### src/rtl/pe_pkg.sv
// Shared widths, pin-map constants and readout selector for the systolic PE.
package pe_pkg;

   localparam int DATA_W = 8;
   localparam int ACC_W  = 24;
   localparam int PROD_W = 16;

   // Readout byte selector carried on uio_in[4:3].
   typedef enum logic [1:0] {
      SEL_B0   = 2'd0,
      SEL_B1   = 2'd1,
      SEL_B2   = 2'd2,
      SEL_AFWD = 2'd3
   } out_sel_e;

   // Control bit positions on uio_in.
   localparam int UIO_LOAD_W = 0;
   localparam int UIO_VALID  = 1;
   localparam int UIO_CLEAR  = 2;
   localparam int UIO_SEL_LO = 3;
   localparam int UIO_SEL_HI = 4;

   // Status bit positions on uio_out.
   localparam int UIO_VALID_OUT = 5;
   localparam int UIO_OVF       = 6;
   localparam int UIO_WLOADED   = 7;

   // Only the three status bits are driven outward.
   localparam logic [7:0] UIO_OE_MASK = 8'b1110_0000;

   // Sign-extend a product to accumulator width.
   function automatic logic [ACC_W-1:0] sext_prod(input logic [PROD_W-1:0] p);
      return {{(ACC_W-PROD_W){p[PROD_W-1]}}, p};
   endfunction

endpackage

### src/rtl/pe_mac.sv
// Weight register, signed multiply-accumulate with sticky overflow, and
// activation/valid forwarding for chaining into a neighbouring PE.
module pe_mac
   import pe_pkg::*;
(
   input  logic              clk,
   input  logic              rst_n,
   input  logic              i_ena,
   input  logic              i_load_w,
   input  logic              i_valid,
   input  logic              i_clear,
   input  logic [DATA_W-1:0] i_a,
   output logic [ACC_W-1:0]  o_acc,
   output logic [DATA_W-1:0] o_a_fwd,
   output logic              o_valid_out,
   output logic              o_ovf,
   output logic              o_weight_loaded
);

   logic signed [DATA_W-1:0] r_weight;
   logic                     r_weight_loaded;
   logic [ACC_W-1:0]         r_acc;
   logic                     r_ovf;
   logic [DATA_W-1:0]        r_a_fwd;
   logic                     r_valid_out;

   logic signed [PROD_W-1:0] w_prod;
   logic [ACC_W-1:0]         w_prod_ext;
   logic [ACC_W-1:0]         w_acc_base;
   logic [ACC_W-1:0]         w_sum;
   logic [ACC_W-1:0]         w_acc_next;
   logic                     w_ovf_now;
   logic                     w_ovf_next;

   // The MAC always uses the weight held before this edge, so a same-cycle
   // load only affects the following MAC.
   assign w_prod     = PROD_W'($signed(i_a)) * PROD_W'(r_weight);
   assign w_prod_ext = sext_prod(w_prod);

   // Next accumulator value: clear zeroes the base, then the product is added.
   always_comb begin
      // NOTE: every signal driven here gets a default first, so no path can leave it unassigned and infer a latch.
      w_acc_base = i_clear ? '0 : r_acc;
      w_sum      = w_acc_base + w_prod_ext;
      w_acc_next = w_acc_base;
      w_ovf_now  = 1'b0;
      if (i_valid) begin
         w_acc_next = w_sum;
         w_ovf_now  = (w_acc_base[ACC_W-1] == w_prod_ext[ACC_W-1]) &&
                      (w_sum[ACC_W-1] != w_acc_base[ACC_W-1]);
      end
      w_ovf_next = i_clear ? 1'b0 : (r_ovf | w_ovf_now);
   end

   // Accumulator and sticky overflow flag.
   always_ff @(posedge clk or negedge rst_n) begin
      if (!rst_n) begin
         r_acc <= '0;
         r_ovf <= 1'b0;
      end else if (i_ena) begin
         // NOTE: non-blocking assignments make every register sample pre-edge values, matching flop behaviour.
         r_acc <= w_acc_next;
         r_ovf <= w_ovf_next;
      end
   end

   // Weight load plus activation/valid forwarding to the neighbouring PE.
   always_ff @(posedge clk or negedge rst_n) begin
      if (!rst_n) begin
         r_weight        <= '0;
         r_weight_loaded <= 1'b0;
         r_a_fwd         <= '0;
         r_valid_out     <= 1'b0;
      end else if (i_ena) begin
         if (i_load_w) begin
            r_weight        <= $signed(i_a);
            r_weight_loaded <= 1'b1;
         end
         if (i_valid) begin
            r_a_fwd <= i_a;
         end
         r_valid_out <= i_valid;
      end
   end

   assign o_acc           = r_acc;
   assign o_a_fwd         = r_a_fwd;
   assign o_valid_out     = r_valid_out;
   assign o_ovf           = r_ovf;
   assign o_weight_loaded = r_weight_loaded;

endmodule

### src/rtl/tt_um_systolic_pe.sv
// TinyTapeout wrapper: maps pins onto the PE, muxes the byte readout and
// drives the fixed output-enable pattern.
module tt_um_systolic_pe
   import pe_pkg::*;
(
   input  logic [7:0] ui_in,
   output logic [7:0] uo_out,
   input  logic [7:0] uio_in,
   output logic [7:0] uio_out,
   output logic [7:0] uio_oe,
   input  logic       ena,
   input  logic       clk,
   input  logic       rst_n
);

   logic [ACC_W-1:0]  w_acc;
   logic [DATA_W-1:0] w_a_fwd;
   logic              w_valid_out;
   logic              w_ovf;
   logic              w_weight_loaded;
   out_sel_e          w_sel;
   logic              w_unused;

   assign w_sel    = out_sel_e'(uio_in[UIO_SEL_HI:UIO_SEL_LO]);
   assign w_unused = &{1'b0, uio_in[7:5]};

   pe_mac u_pe_mac (
      .clk             (clk),
      .rst_n           (rst_n),
      .i_ena           (ena),
      .i_load_w        (uio_in[UIO_LOAD_W]),
      .i_valid         (uio_in[UIO_VALID]),
      .i_clear         (uio_in[UIO_CLEAR]),
      .i_a             (ui_in),
      .o_acc           (w_acc),
      .o_a_fwd         (w_a_fwd),
      .o_valid_out     (w_valid_out),
      .o_ovf           (w_ovf),
      .o_weight_loaded (w_weight_loaded)
   );

   // Readout mux: only registered values reach uo_out; the selector just picks one.
   always_comb begin
      uo_out = '0;
      unique case (w_sel)
         SEL_B0:   uo_out = w_acc[7:0];
         SEL_B1:   uo_out = w_acc[15:8];
         SEL_B2:   uo_out = w_acc[23:16];
         SEL_AFWD: uo_out = w_a_fwd;
         default:  uo_out = '0;
      endcase
   end

   // Status byte: three flags on the top bits, the rest tied low.
   always_comb begin
      uio_out                = '0;
      uio_out[UIO_VALID_OUT] = w_valid_out;
      uio_out[UIO_OVF]       = w_ovf;
      uio_out[UIO_WLOADED]   = w_weight_loaded;
   end

   assign uio_oe = UIO_OE_MASK;

endmodule

### config.mk
export PLATFORM = sky130hd
export DESIGN_NAME = tt_um_systolic_pe
export DESIGN_NICKNAME = d
export VERILOG_FILES = /design/src/rtl/pe_pkg.sv /design/src/rtl/pe_mac.sv /design/src/rtl/tt_um_systolic_pe.sv
export SDC_FILE = /design/constraint.sdc
export NUM_CORES = 1
export LEC_CHECK = 0
export ABC_AREA = 1
export BUFFER_PORTS_ARGS = -buffer_cell sky130_fd_sc_hd__buf_4
export CORE_UTILIZATION = 68
export CTS_BUF_LIST = sky130_fd_sc_hd__clkbuf_4 sky130_fd_sc_hd__clkbuf_8
export DETAILED_ROUTE_END_ITERATION = 7
export PLACE_DENSITY = 0.89
export SYNTH_ARGS = -nofsm -noshare
export SYNTH_HDL_FRONTEND = slang
export SYNTH_SLANG_ARGS = --single-unit
### constraint.sdc
create_clock -name clk -period 8.88 [get_ports clk]
set_clock_uncertainty 0.05 [all_clocks]
set_input_delay 0.444 -clock clk [delete_from_list [all_inputs] [get_ports clk]]
set_output_delay 0.444 -clock clk [all_outputs]
set_load 0.05 [all_outputs]
; Word level (Yosys, flattened, before mapping)
; Index checks and enable logic that the tools add are counted.
; Widths: inputs -> output; s select.
[classes]
n_addsub = 1
n_eq_ne = 5
reduce_logical = 4
bitwise_logic = 1
muxes = 5
n_mul = 1
[op_table]
columns = cell, count
row1 = $mux 24, 2
row2 = $pmux 8 s4, 1
row3 = $add 24x24->24, 1
row4 = $mul 8x8->16, 1
row5 = $eq 2x2->1 const B, 2
row6 = $reduce_and 2->1, 2
row7 = $eq 2x1->1 const B, 1
row8 = $logic_not 2->1, 1
row9 = $mux 1, 2
row10 = $eq 1x1->1, 1
row11 = $logic_and 1x1->1, 1
row12 = $ne 1x1->1, 1
row13 = $or 1x1->1, 1
[totals]
regBits = 43
out_inout_bits = 24
elab_cells = 23

; Depth between registers and ports, before layout
[depth]
word_depth = 7
mapped_depth = 37

; Modules after synthesis
; A second synthesis with hierarchy kept.
[unflattened]
hier_cells = 888
hier_area_um2 = 6223.5
[by_module_without_submodules]
columns = mod, cells_each, seq_area_each_um2, area_each_um2, n_inst
row1 = pe_mac, 823, 1076.0, 5831.8, 1
row2 = tt_um_systolic_pe, 65, 0.0, 391.6, 1

; Worst setup path after synthesis
; Ideal clock, no wire load.
[synth_path]
path_kind = input-to-reg
startpoint = input ui_in[1]
endpoint = register u_pe_mac.r_acc[23] (netlist: u_pe_mac.o_acc[23])
stages = 35
arrival_ns = 5.650
setup_ns = 0.117
setup_slack_ns = 3.064
path_cell_list = clkbuf_1 > nand2_1 > fa_1 > fa_1 > inv_1 > fa_1 > inv_1 > fa_1 > inv_1 > ha_1 > a21oi_1 > inv_1 > a31oi_1 > o21ai_0 > nand3_1 > nand2_1 > nand2_1 > nand2_1 > a21oi_1 > xnor2_1 > ha_1 > a21oi_1 > inv_1 > a21oi_1 > o21ai_0 > a21oi_1 > inv_1 > nand3_2 > nand2_2 > nand2_2 > nand2_1 > nand2_1 > nand3_1 > nand2_1 > nand2_1
[synth_via]
elab_chain_cells = 3
[synth_lines]
columns = item, line_no
row1 = from (decl), tt_um_systolic_pe.sv:6  ; input logic [7:0] ui_in,
row2 = $mul 8x8->16, pe_mac.sv:37  ; assign w_prod = PROD_W'($signed(i_a)) * PROD_W'(r_weight);
row3 = $add 24x24->24, pe_mac.sv:44  ; w_sum = w_acc_base + w_prod_ext;
row4 = $mux 24, pe_mac.sv:47  ; if (i_valid) begin
row5 = to (signal assigned), pe_mac.sv:62  ; r_acc <= w_acc_next;
row6 = to (decl), pe_mac.sv:22  ; logic [ACC_W-1:0] r_acc;
; No other way between the ends.
; A chain may end at the register's enable or synchronous reset.

; Worst setup path in the final report
[layout_path]
startpoint = register u_pe_mac.r_weight[6]
endpoint = register u_pe_mac.r_ovf (netlist: u_pe_mac.o_ovf)
[layout_via]
elab_chain_cells = 7
[layout_lines]
columns = item, line_no
row1 = from (decl), pe_mac.sv:20  ; logic signed [DATA_W-1:0] r_weight;
row2 = from (signal assigned), pe_mac.sv:76  ; r_weight <= $signed(i_a);
row3 = $mul 8x8->16 (*), pe_mac.sv:37
row4 = $add 24x24->24, pe_mac.sv:44
row5 = $ne 1x1->1, pe_mac.sv:50  ; (w_sum[ACC_W-1] != w_acc_base[ACC_W-1]);
row6 = $logic_and 1x1->1 (*), pe_mac.sv:49  ; w_ovf_now = (w_acc_base[ACC_W-1] == w_prod_ext[ACC_W-1]) &&
row7 = $mux 1 (*), pe_mac.sv:47
row8 = $or 1x1->1 (*), pe_mac.sv:52  ; w_ovf_next = i_clear ? 1'b0 : (r_ovf | w_ovf_now);
row9 = $mux 1 (*), pe_mac.sv:52
row10 = to (signal assigned), pe_mac.sv:63  ; r_ovf <= w_ovf_next;
row11 = to (decl), pe_mac.sv:23  ; logic r_ovf;
; Every way passes the cells marked *; elsewhere a longest branch is shown, timed or not.

==> impl_metrics.env <==
export IMPL_synth_area_leaders="fa_1, dfrtp_1, inv_1"
export IMPL_worstMarginPinSlew_ps=1054
export IMPL_die_area_mm2=0.009538
export IMPL_core_area_mm2=0.008806
export IMPL_max_clock_path_buffers=2
export IMPL_drc=8
export IMPL_ctsHoldBuffers=0
export IMPL_crit_type="reg2reg"
export IMPL_dr_pass1_iters=8
export IMPL_grt_pass1_wl_um=25030
export IMPL_grt_pass1_vias=5654
export IMPL_place_congestion=0.9220
export IMPL_synth_top_area_share=0.1801
export IMPL_layout_drive_gt1_share=0.08989
export IMPL_cts_resized=0
export IMPL_syn_area_mm2=0.006223
export IMPL_wl_per_cell_um=14.22
export IMPL_initial_core_util=0.7067
export IMPL_report_final_slew_viol_count=0
export IMPL_synth_common_cells="inv_1, nand2_1, fa_1"
export IMPL_reg2reg_from="u_pe_mac.r_weight[6]"
export IMPL_post_cts_buffers=0
export IMPL_cts_tree="done"
export IMPL_synthFlopType="dfrtp_1"
export IMPL_fp_row_count=34
export IMPL_maxCapViolations=0
export IMPL_dr_total_vias=5643
export IMPL_fin_nets=1012
export IMPL_port_buffers=26
export IMPL_synth_edf_count=0
export IMPL_avgSynthCellArea_um2=6.993
export IMPL_relSlewSlack=0.2945
export IMPL_drt_wl_total_um=14190
export IMPL_die_w_um=97.67
export IMPL_synth_most_common_cell="inv_1"
export IMPL_hold_class="in2async"
export IMPL_clkLatencyLatePin_ps=300
export IMPL_timing_fmax_ghz=0.1565
export IMPL_fin_setup_tns_ps=0
export IMPL_end_kind="flip-flop"
export IMPL_yosys_area_top_type="fa_1"
export IMPL_groute_usage_overall=0.3227
export IMPL_final_hold_viol_count=0
export IMPL_cp_start_kind="flip-flop"
export IMPL_cts_root_buf="clkbuf_8"
export IMPL_clk_pin_slew_ps=80
export IMPL_grt_max_degree=44
export IMPL_setup_viol=0
export IMPL_synth_cell_types=40
export IMPL_dr_first_iter_drc_count=544
export IMPL_r2r_end="u_pe_mac.o_ovf"
export IMPL_cts_buffers=5
export IMPL_critPathMaxStageDelay_ps=560
export IMPL_cts_max_level=2
export IMPL_area_delta_synth_final_pct=3.940
export IMPL_fp_dieH_um=97.67
export IMPL_syn_inst=890
export IMPL_worst_ep_arrival_time_ps=6570
export IMPL_rsz0062_at_grt="no"
export IMPL_async_flop_share=1.000
export IMPL_dp_hpwl_um=11250
export IMPL_ys_warn_count=0
export IMPL_ys_seq_area_frac=0.1729
export IMPL_reg2reg_slack_ps=2490
export IMPL_r2r_cells=33
export IMPL_critPathSlowestCell="dfrtp_1"
export IMPL_status="complete, but fails checks"
export IMPL_synth_seq_cells=43
export IMPL_n_antenna_cell=0
export IMPL_clock_sinks=43
export IMPL_io_pins=43
export IMPL_final_min_clock_period_ps=6389
export IMPL_crit_fanout=9
export IMPL_antenna_left=0
export IMPL_violations="design-rule violations"
export IMPL_via_per_inst=5.654
export IMPL_crit_required_ps=9060
export IMPL_antenna_found_initial=0
export IMPL_period_share=0.7195
export IMPL_grt_overflow=0
-- state kept, by name (all words and copies together) (netlist names) --
signal and flops:
u_pe_mac.r_weight 8, u_pe_mac.o_valid_out 1, u_pe_mac.o_weight_loaded 1, u_pe_mac.o_acc 24
u_pe_mac.o_a_fwd 8, u_pe_mac.o_ovf 1
-- worst max-delay path: cells and delay by family (launching register included) --
family                   cells  cell delay [ps]
XOR/XNOR                     1              140
AND/OR/NAND/NOR             11              950
buffers and inverters        6              390
AO/OA/AOI/OAI                9             1440
adder cells (fa/ha/maj)      6             2810
flip-flops                   1              560
-- area by class of cell --
class / count / area (um2)
Clock buffer: 7 / 96.34
Clock inverter: 1 / 7.507
Fill cell: 669 / 2337
Inverter: 221 / 829.5
Multi-Input combinational cell: 592 / 4129
Sequential cell: 43 / 1076
Tap cell: 108 / 135.1
Timing Repair Buffer: 26 / 195.2
-- routing by layer --
metal,GRT usage,share of wire,up-vias
met1,0.4043,0.40,2655
met3,0.04388,0.079,38
met2,0.5652,0.49,261
li1,-,-,2689
met5,0,0,-
met4,0.1235,0.026,0
-- per-stage QoR --
stage	worst slack, ps	util	cells	cell area (um2)	hold WS [ps]
after CTS	2594	0.7346	998	6469	106.9
after global routing	2050	0.7346	998	6469	113.4
after detailed placement	2466	0.7228	990	6365	402.7
final	2491	0.7346	998	6469	73.88
after floorplan	3064	-	901	6265	98.41
after global placement	2615	0.7228	990	6365	400.9
-- cell families (layout without fill, tap and decap cells) --
group	after synthesis	in the layout	synth area share
simple gates	326	326	0.2310
buf+inv	266	255	0.1703
compound gates	133	133	0.1255
fa+ha+maj	104	104	0.2766
flops	43	43	0.1729
xor+xnor	16	16	0.02252
other cells	2	13	0.001207
-- placed cells by master (no fill, tap or decap), types with 12 or more instances in the layout --
cell type | Yosys | final
o21ai_0 | 53 | 53
buf_4 | 16 | 26
nand2_2 | 12 | 12
fa_1 | 56 | 56
conb_1 | 2 | 13
ha_1 | 48 | 48
nand3_1 | 38 | 38
nand2_1 | 201 | 201
dfrtp_1 | 43 | 43
nor2_1 | 47 | 47
a21oi_1 | 34 | 34
inv_1 | 211 | 211
-- worst max path at each step --
stage	startpoint	to	cells past startpoint
floorplan	ui_in[1]	u_pe_mac.o_acc[23]	35
global placement	ui_in[0]	u_pe_mac.o_ovf	35
detailed placement	ui_in[0]	u_pe_mac.o_ovf	35
CTS	u_pe_mac.r_weight[6]	u_pe_mac.o_ovf	33
global route	u_pe_mac.r_weight[6]	u_pe_mac.o_acc[21]	34
finish	u_pe_mac.r_weight[6]	u_pe_mac.o_ovf	33
Power is left out: the tool's default activity adds up to more than one toggle a clock period on the data nets, which glitch-free logic cannot reach.
